$ cat src/rtl/call_stack_pkg.sv
// Shared types for the return-address stack.
// Op decode built from the {push,pop} strobes.
package call_stack_pkg;

    typedef enum logic [1:0] {
        SOP_NONE    = 2'b00,
        SOP_POP     = 2'b01,
        SOP_PUSH    = 2'b10,
        SOP_REPLACE = 2'b11
    } stack_op_t;

    function automatic stack_op_t to_op(
        input logic push,
        input logic pop
    );
        return stack_op_t'({push, pop});
    endfunction

endpackage

$ cat src/rtl/lifo_regfile.sv
// Return-address storage for call_stack.
// One synchronous write port, one asynchronous read port.
module lifo_regfile #(
    parameter int A_WIDTH = 8,
    parameter int DEPTH   = 8,
    localparam int IW     = $clog2(DEPTH)
) (
    input  logic               clk,
    input  logic               we,
    input  logic [IW-1:0]      waddr,
    input  logic [A_WIDTH-1:0] wdata,
    input  logic [IW-1:0]      raddr,
    output logic [A_WIDTH-1:0] rdata
);

    logic [A_WIDTH-1:0] mem [DEPTH];

    always_ff @(posedge clk) begin
        if (we) begin
            mem[waddr] <= wdata;
        end
    end

    assign rdata = mem[raddr];

endmodule

$ cat src/rtl/call_stack.sv
// Return-address LIFO feeding the PC on CALL/RET.
// Holds level, sticky error flags and the op decode.
module call_stack
    import call_stack_pkg::*;
#(
    parameter int A_WIDTH = 8,
    parameter int DEPTH   = 8,
    localparam int LW     = $clog2(DEPTH) + 1,
    localparam int IW     = $clog2(DEPTH)
) (
    input  logic               clk,
    input  logic               rst,
    input  logic               push,
    input  logic               pop,
    input  logic [A_WIDTH-1:0] pc_addr,
    output logic [A_WIDTH-1:0] ret_addr,
    output logic               empty,
    output logic               full,
    output logic [LW-1:0]      level,
    output logic               overflow,
    output logic               underflow
);

    localparam logic [LW-1:0] FULL_LVL = LW'(DEPTH);

    stack_op_t          op;
    logic [IW-1:0]      top_idx;
    logic [IW-1:0]      wr_idx;
    logic [A_WIDTH-1:0] wr_data;
    logic [A_WIDTH-1:0] rd_data;
    logic               wr_en;

    assign op      = to_op(push, pop);
    assign empty   = (level == '0);
    assign full    = (level == FULL_LVL);
    assign top_idx = IW'(level - LW'(1));
    assign wr_data = pc_addr + A_WIDTH'(1);

    // Replace overwrites the top; plain push (or replace on empty) appends.
    assign wr_idx = (op == SOP_REPLACE && !empty) ? top_idx : IW'(level);

    always_comb begin
        wr_en = 1'b0;
        if (!rst) begin
            unique case (op)
                SOP_PUSH:    wr_en = !full;
                SOP_REPLACE: wr_en = 1'b1;
                SOP_POP:     wr_en = 1'b0;
                SOP_NONE:    wr_en = 1'b0;
            endcase
        end
    end

    assign ret_addr = empty ? '0 : rd_data;

    lifo_regfile #(
        .A_WIDTH (A_WIDTH),
        .DEPTH   (DEPTH)
    ) u_regs (
        .clk   (clk),
        .we    (wr_en),
        .waddr (wr_idx),
        .wdata (wr_data),
        .raddr (top_idx),
        .rdata (rd_data)
    );

    always_ff @(posedge clk) begin
        if (rst) begin
            level     <= '0;
            overflow  <= 1'b0;
            underflow <= 1'b0;
        end else begin
            unique case (op)
                SOP_PUSH: begin
                    if (full) overflow <= 1'b1;
                    else      level    <= level + LW'(1);
                end
                SOP_POP: begin
                    if (empty) underflow <= 1'b1;
                    else       level     <= level - LW'(1);
                end
                SOP_REPLACE: begin
                    if (empty) begin
                        level     <= LW'(1);
                        underflow <= 1'b1;
                    end
                end
                SOP_NONE: ;
            endcase
        end
    end

endmodule

$ cat config.mk
export PLATFORM = sky130hd
export DESIGN_NAME = call_stack
export DESIGN_NICKNAME = d
export VERILOG_FILES = /design/src/rtl/call_stack_pkg.sv /design/src/rtl/lifo_regfile.sv /design/src/rtl/call_stack.sv
export SDC_FILE = /design/constraint.sdc
export NUM_CORES = 1
export LEC_CHECK = 0
export BUFFER_PORTS_ARGS = -buffer_cell sky130_fd_sc_hd__buf_2
export CAP_MARGIN = 40
export CELL_PAD_IN_SITES_DETAIL_PLACEMENT = 1
export CELL_PAD_IN_SITES_GLOBAL_PLACEMENT = 1
export CORE_MARGIN = 5
export CORE_UTILIZATION = 44
export DETAILED_ROUTE_END_ITERATION = 7
export PLACE_DENSITY_LB_ADDON = 0.1
export SLEW_MARGIN = 20
export SYNTH_ARGS = -nofsm -noshare
export SYNTH_HDL_FRONTEND = slang
export SYNTH_SLANG_ARGS = --single-unit
$ cat constraint.sdc
create_clock -name clk -period 2.45 [get_ports clk]
set_clock_uncertainty 0.1 [all_clocks]
set_input_delay 0.245 -clock clk [delete_from_list [all_inputs] [get_ports clk]]
set_output_delay 0.245 -clock clk [all_outputs]
set_load 0.02 [all_outputs]
Word-level counts from Yosys, hierarchy flattened:

Memories as Yosys holds them, arrays and structs flattened.
Cells that the tools add are included.

* reduce and logical (&&, ||, !) cells: 11
* equality and inequality tests: 7
* muxes and demuxes: 10
* add/subtract/negate cells: 3

Operator list (count)
* 4-bit two-way mux: 3
* 4-bit case mux with 3 select lines: 1
* 8-bit by 1-bit adder with 8-bit output, second input constant: 1
* 8-bit two-way mux: 1
* 2-bit != test, second input constant: 3
* 4-bit by 1-bit adder with 4-bit output, second input constant: 1
* 2-bit equality test, second input constant: 2
* 4-bit equality test, second input constant: 1
* 4-bit zero test: 1
* 2-bit AND reduction: 2
* 4-bit AND reduction: 1
* 2-bit OR reduction: 2
* 4-bit by 1-bit subtractor with 4-bit output, second input constant: 1
* 1-bit two-way mux: 3
* 3-bit two-way mux: 1
* 1-bit case mux with 3 select lines: 1
* 3-bit nonzero test: 1
* 2-bit by 1-bit equality test with 1-bit output, second input constant: 1
* 1-bit zero test: 2
* 2-bit zero test: 1
* 1-bit logical AND: 1

* memories: 1
* RAM bits: 64
* output and inout port bits: 16
* input bits: 12
* register bits after elaboration: 6
* logic and storage cells: 35

Memories
* u_regs.mem: words 8, bits a word 8, read ports 1, clocked after memory_dff 0, write ports 1, RTL line lifo_regfile.sv:16 `logic [A_WIDTH-1:0] mem [DEPTH];`

Depth between registers and ports, before layout:

Gate-level depths: netlist of the first run.

* depth after elaboration: 6
* depth in mapped cells: 9
* mapped depth without buffers: 7

Cells and area by module:

Synthesis of the first run repeated with hierarchy kept, for this count alone.

* cells, all modules: 195
* area, all modules: 3240.6 sq um

Modules (own cells, without submodules)
* lifo_regfile: cells an instance 106, seq. area each 1921.8 sq um, area an instance 2531.2 sq um, instances 1
* call_stack: cells an instance 89, seq. area each 120.1 sq um, area an instance 709.4 sq um, instances 1

Worst setup path before layout of the first run:

Ideal clock, no wire load.

* kind: flip-flop to flip-flop
* start: register level[0]
* end: memory u_regs.mem[3][0] (enable)
* cell stages (with the launch flop): 9
* library setup time: 0.370 ns
* path slack: -0.264 ns
* required time: 1.980 ns
* arrival: 2.244 ns
* path buffers: 3
* period minus slack after synthesis: 2.714 ns
* path through: dfxtp_1 -> buf_6 -> buf_2 -> inv_1 -> ha_1 -> clkbuf_1 -> nor4_1 -> a31oi_1 -> nor2_1

* longest elaborated chain between the ends: 6
* elaborated cells on any way between the ends: 11
* those cells by class: add/sub: 1; eq/ne: 1; mux: 5; reduce/logical: 4

Ends and longest elaborated chain
* start, declared: RTL line call_stack.sv:19 `output logic [LW-1:0] level,`
* start signal, assigned: RTL line call_stack.sv:77 `else level <= level + LW'(1);`
* start signal, assigned: RTL line call_stack.sv:81 `else level <= level - LW'(1);`
* 4-bit equality test: RTL line call_stack.sv:35 `assign full = (level == FULL_LVL);`
* 1-bit zero test: RTL line call_stack.sv:46 `SOP_PUSH: wr_en = !full;`
* 1-bit case mux with 3 select lines: RTL line call_stack.sv:45 `unique case (op)`
* 1-bit two-way mux: RTL line call_stack.sv:44 `if (!rst) begin`
* 1-bit two-way mux: RTL line lifo_regfile.sv:19 `if (we) begin`
* 1-bit two-way mux (not written as such): RTL line lifo_regfile.sv:20 `mem[waddr] <= wdata;`
* end, declared: RTL line lifo_regfile.sv:16

Parallel ways exist; a longest one is shown, timed or not.

Final worst setup path of the first run:

* start: register level[0]
* end: output ret_addr[0]

* longest elaborated chain between the ends: 3
* elaborated cells on any way between the ends: 4
* those cells by class: add/sub: 1; mux: 1; reduce/logical: 1; memory: 1

Ends and longest elaborated chain
* 4-bit by 1-bit subtractor with 4-bit output
* memory 8 x 8 bit
* 8-bit two-way mux *: RTL line call_stack.sv:54 `assign ret_addr = empty ? '0 : rd_data;`
* end, declared: RTL line call_stack.sv:16 `output logic [A_WIDTH-1:0] ret_addr,`

Mark *: on every way between the ends. The rest lies on a longest branch, timed or not.

==> flow_metrics.tcl, run 1 <==
set metrics [dict create \
    status "complete, no violations" \
    synth_top_family_by_area "multiplexers" \
    total_power_mw 4.330 \
    firstDrtPassIters 4 \
    post_dp_cell_area_um2 3477 \
    path_class "flip-flop to output pin" \
    grtUsageTotal_pct 18.73 \
    via_per_inst 5.521 \
    start_util_pct 44.41 \
    grt_pass1_wl_mm 12.12 \
    min_period_over_period_pct 96.33 \
    insertion_delay_ps 340 \
    grt_pass1_vias 2212 \
    seq_power_share_pct 33.8 \
    cts_buffers 9 \
    setup_ws_ps 89.92 \
    io_buffers 27 \
    hp-start "rst" \
    min_to "overflow" \
    io_pins 28 \
    register_area_um2 2043 \
    cp-end-kind "output pin" \
    synth-xor-area-share_pct 2.487 \
    p_int_mw 2.727 \
    htreeDepth 3 \
    rows 31 \
    coreArea_um2 7137 \
    multi_input_area_um2 1097 \
    synth_seq_area_share_pct 64.43 \
    fmax_mhz 423.7 \
    syn_inst 214 \
    report.final.hold_viol_count 0 \
    die-area_um2 9000 \
    pwr-share-clk_pct 23.3 \
    synthArstFlopShare_pct 0 \
    critical_path.reg2reg.startpoint "level[1]" \
    synth.net_count 230 \
    synth-adder-area-share_pct 1.579 \
    cp-start-kind "flip-flop" \
    antenna_found_initial 0 \
    wl_per_cell_um 21.37 \
    diodes 0 \
    reg2reg_slack_ps 90 \
    worstPathArrival_ps 2020 \
    p_sw_mw 1.603 \
    critPathMaxFanout 5 \
    setup_viol_count_final 0 \
    min_period_ps 2360 \
    final_cell_mix "edfxtp_1, buf_2, nand2_1, o21ai_0, buf_4" \
    grt_remaining_overflow 0 \
    hpwl_mm 5.326 \
    die_w_um 94.87 \
    drive_gt1_share_pct 31.92 \
    gp_congestion 0.8856 \
    ctsRootBufferMaster "clkbuf_8" \
    ys_types 43 \
    vias 1982 \
    cp-startpoint "level[0]" \
    final_nets 271 \
    clk_pin_slew_ps 80 \
    worst_pin_slew_ps 747.8 \
    timing.rr.end "u_regs.mem[6][7]" \
    drv_slew 0 \
    yosys_register_bits 70 \
    initialDrtViolationCount 140 \
    syn_area_um2 3169 \
    holdBufCountCts 0 \
    min_path_cells 2 \
    switching_share_pct 37.01 \
    drc 0 \
    yosys_warnings 0 \
    p_leak_nw 1.352 \
    powerDensity_nw_per_um2 1149 \
    clock_path_buffers 2 \
    hp-class "input pin to flip-flop" \
    area_growth_pct 18.87 \
    peakVddDrop_v 0.0006696 \
    final_util_pct 52.79 \
    synth_edf_count 64 \
    final_common_cell "edfxtp_1" \
    drv_cap 0 \
    finalSetupTns_ps 0 \
    p_comb_share_pct 42.9 \
    worstPathRequired_ps 2110 \
    fin_area_um2 3767 \
    clock-sinks 70 \
    grt_max_degree 30 \
    fill_cells 720 \
    dp_slack_ps 1.031 \
    relSlewSlack_pct 49.98 \
    die_h_um 94.87 \
    drt.antenna.violating_nets 0 \
    syn_area_per_cell_um2 14.81 \
    ys.flop_type "edfxtp_1" \
    rsz0062_at_grt "yes" \
    finalWirelength_mm 7.672 \
    cts_tree "done" \
    synth-simple-area-share_pct 9.159 \
    synth-compound-area-share_pct 7.027 \
    rr_worst_depth 8 \
    synthMuxAreaShare_pct 12.28 \
]
-- routing by layer --
metal  vias up  wire length [µm]  GRT usage (%)
met5         -                 0              0
met4         0               133          8.534
met3        11               352          3.028
met2        54              4081          32.35
met1      1006              3105          22.99
li1        911                 -              -
-- through the flow --
step	hold WS, ps	std cells
final	75.71	359
after global routing	81.52	359
after CTS	65.71	358
after detailed placement	359.4	341
after global placement	355.8	341
after floorplan	207.0	214
-- critical path, cell delays in order (launching register included) --
cell and delay, ps:
dfxtp_2 340, inv_1 60, buf_4 160, ha_4 290, buf_6 130, mux4_2 300
o21ai_0 150, nand2_1 80, buf_2 170
-- kinds of logic after synthesis --
kind of cell / count (synthesis)
AOI/OAI and AO/OA: 37
and+or+nand+nor: 58
xor gates and xnor gates: 9
adders and majority gates: 4
buffers and inverters: 19
muxes: 17
DFF: 70
-- layout make-up --
cell class	count	share of cell area, %
Tap cell	99	3.288
Timing Repair Buffer	42	6.974
Clock buffer	10	3.388
Clock inverter	6	2.292
Sequential cell	70	54.23
Inverter	7	0.6974
Multi-Input combinational cell	125	29.13
-- synth_stat cells, types with 3 or more instances --
master | n | area share [%]
buf_2 | 5 | 0.79
ha_1 | 4 | 1.6
o21ai_0 | 19 | 3.0
inv_1 | 6 | 0.71
a31oi_1 | 3 | 0.59
nand2_1 | 17 | 2.0
nor2b_1 | 4 | 0.79
nor2_1 | 16 | 1.9
xor2_1 | 5 | 1.4
mux4_1 | 5 | 4.1
and3_1 | 4 | 0.79
a21oi_1 | 5 | 0.79
mux4_2 | 11 | 7.8
dfxtp_1 | 6 | 3.8
xnor2_1 | 4 | 1.1
edfxtp_1 | 64 | 61
-- power groups by stage --
| stage | Clock (mW) | Combinational (mW) | Sequential, mW |
|---|---|---|---|
| 5_1_grt | 1.09 | 1.99 | 1.47 |
| 3_5_place_dp | 0 | 1.70 | 1.49 |
| 4_1_cts | 1.03 | 1.75 | 1.46 |
| 6_report | 1.01 | 1.86 | 1.46 |
| 3_3_place_gp | 0 | 1.64 | 1.48 |
| 2_1_floorplan | 0 | 1.10 | 1.53 |
-- sequential cells by signal (all words and copies together) (netlist names) --
signal and flops:
u_regs.mem 64, level 4, overflow 1, underflow 1
-- how the worst max path moves through the flow --
stage	endpoint	depth (start not counted)
floorplan	u_regs.mem[4][0]	9
global placement	u_regs.mem[4][7]	6
detailed placement	u_regs.mem[4][2]	7
CTS	ret_addr[3]	8
global route	u_regs.mem[6][3]	8
finish	ret_addr[0]	8
-- timing repair --
item,CTS,global route
endpoints found under the setup margin,16,40
setup buffers,1,0
gates cloned,0,1
resized for setup,6,16
(Power assumes the default switching activity.)
==> run 2, diff against run 1 <==
Settings changed: BUFFER_PORTS_ARGS -buffer_cell sky130_fd_sc_hd__buf_2 to not set, CORE_UTILIZATION 44 to 47, DONT_BUFFER_PORTS set to 1.
==> flow_metrics.tcl, run 2 (same netlist as run 1, synthesis figures left out) <==
set metrics [dict create \
    drv_cap 0 \
    vias 1848 \
    coreArea_um2 6681 \
    via_per_inst 5.811 \
    grt_pass1_vias 2034 \
    die-area_um2 8485 \
    clk_pin_slew_ps 80 \
    die_w_um 92.12 \
    rr_worst_depth 6 \
    grt_max_degree 30 \
    wl_per_cell_um 22.80 \
    worstPathRequired_ps 2110 \
    setup_ws_ps 71.24 \
    regMostFlops "u_regs.mem" \
    io_pins 28 \
    min_path_cells 3 \
    critical_path.reg2reg.startpoint "level[1]" \
    drt.antenna.violating_nets 0 \
    dp_slack_ps 85.73 \
    p_sw_mw 1.570 \
    grtUsageTotal_pct 18.08 \
    pwr-share-clk_pct 23.3 \
    cp-startpoint "level[0]" \
    io_buffers 0 \
    clock-sinks 70 \
    timing.rr.end "u_regs.mem[1][0]" \
    start_util_pct 47.43 \
    drc 0 \
    fmax_mhz 420.4 \
    p_comb_share_pct 42.5 \
    post_dp_cell_area_um2 3318 \
    peakVddDrop_v 0.0005514 \
    drv_slew 0 \
    final_cell_mix "edfxtp_1, buf_4, o21ai_0, nand2_1, mux4_2" \
    min_period_ps 2379 \
    hp-start "push" \
    reg2reg_slack_ps 150 \
    drive_gt1_share_pct 26.89 \
    die_h_um 92.12 \
    min_to "level[0]" \
    relSlewSlack_pct 44.53 \
    insertion_delay_ps 340 \
    grt_remaining_overflow 0 \
    finalWirelength_mm 7.249 \
    fill_cells 655 \
    hp-class "input pin to flip-flop" \
    cp-end-kind "output pin" \
    dpl.cell_count 295 \
    final_nets 249 \
    diodes 0 \
    p_int_mw 2.742 \
    top_regs "u_regs.mem (64), level (4)" \
    status "complete, no violations" \
    antenna_found_initial 0 \
    powerDensity_nw_per_um2 1170 \
    report.final.hold_viol_count 0 \
    area_growth_pct 16.30 \
    min_period_over_period_pct 97.09 \
    grt_pass1_wl_mm 11.34 \
    worst_pin_slew_ps 826.1 \
    fin_cells 318 \
    hpwl_mm 5.024 \
    switching_share_pct 36.41 \
    firstDrtPassIters 4 \
    initialDrtViolationCount 95 \
    gp_congestion 0.8888 \
    largest_reg_flops 64 \
    worstPathArrival_ps 2030 \
    seq_power_share_pct 34.2 \
    finalSetupTns_ps 0 \
    htreeDepth 3 \
    fin_area_um2 3686 \
    clock_path_buffers 2 \
    cts_tree "done" \
    cp-start-kind "flip-flop" \
    p_leak_nw 1.260 \
    rows 30 \
    cts_buffers 9 \
    setup_viol_count_final 0 \
    path_class "flip-flop to output pin" \
    critPathMaxFanout 8 \
    ctsRootBufferMaster "clkbuf_8" \
    final_common_cell "edfxtp_1" \
]
-- run 2: final cells by class --
class / count / area, µm² / area share (%)
clock buffer: 10 / 127.6 / 3.462
clock inverter: 6 / 86.33 / 2.342
tap: 80 / 100.1 / 2.716
timing repair buffer: 20 / 191.4 / 5.193
multi-input combinational: 125 / 1111 / 30.14
inverter: 7 / 26.28 / 0.7128
sequential: 70 / 2043 / 55.43
-- run 2: power by group through the flow --
stage          Sequential [mW]  Clock (mW)  Combinational (mW)
2_1_floorplan             1.53           0                1.10
3_3_place_gp              1.50           0                1.49
3_5_place_dp              1.50           0                1.54
4_1_cts                   1.48        1.02                1.66
5_1_grt                   1.49        1.08                1.98
6_report                  1.48        1.00                1.83
-- run 2: worst max path at each step --
| stage | end | slack [ps] | cells after the start |
|---|---|---|---|
| after floorplan | u_regs.mem[4][0] | 20 | 9 |
| after global placement | u_regs.mem[0][1] | 160 | 7 |
| after detailed placement | u_regs.mem[4][7] | 90 | 6 |
| after CTS | ret_addr[4] | 5 | 8 |
| after global routing | ret_addr[4] | -10 | 8 |
| final | ret_addr[4] | 70 | 8 |
-- run 2: critical path, cell delays in order (launching register included) --
cell	delay (ps)
dfxtp_2	340
inv_1	60
buf_4	160
ha_4	300
buf_8	130
buf_8	130
mux4_2	280
o21ai_1	140
nand2_2	150
-- run 2: layer usage --
metal,wire [µm],track usage [%],share of wire [%]
met5,0,0,0
met1,3032,21.43,42
met2,3662,30.66,51
met3,417,5.906,5.8
met4,137,6.683,1.9
-- run 2: timing repair --
action	4_1_cts	5_1_grt
hold buffers	2	0
hold endpoints to repair	5	0
resized for setup	8	18
buffers inserted	1	3
pin swaps	2	3
gates cloned	0	1
setup endpoints to repair	8	47
-- run 2: stage by stage --
step	total power, mW	util [%]	hold slack, ps
2_1_floorplan	2.633	-	207.0
3_3_place_gp	2.985	49.66	218.3
3_5_place_dp	3.047	49.66	219.8
4_1_cts	4.162	53.82	15.50
5_1_grt	4.545	55.17	33.55
6_report	4.312	55.17	27.47
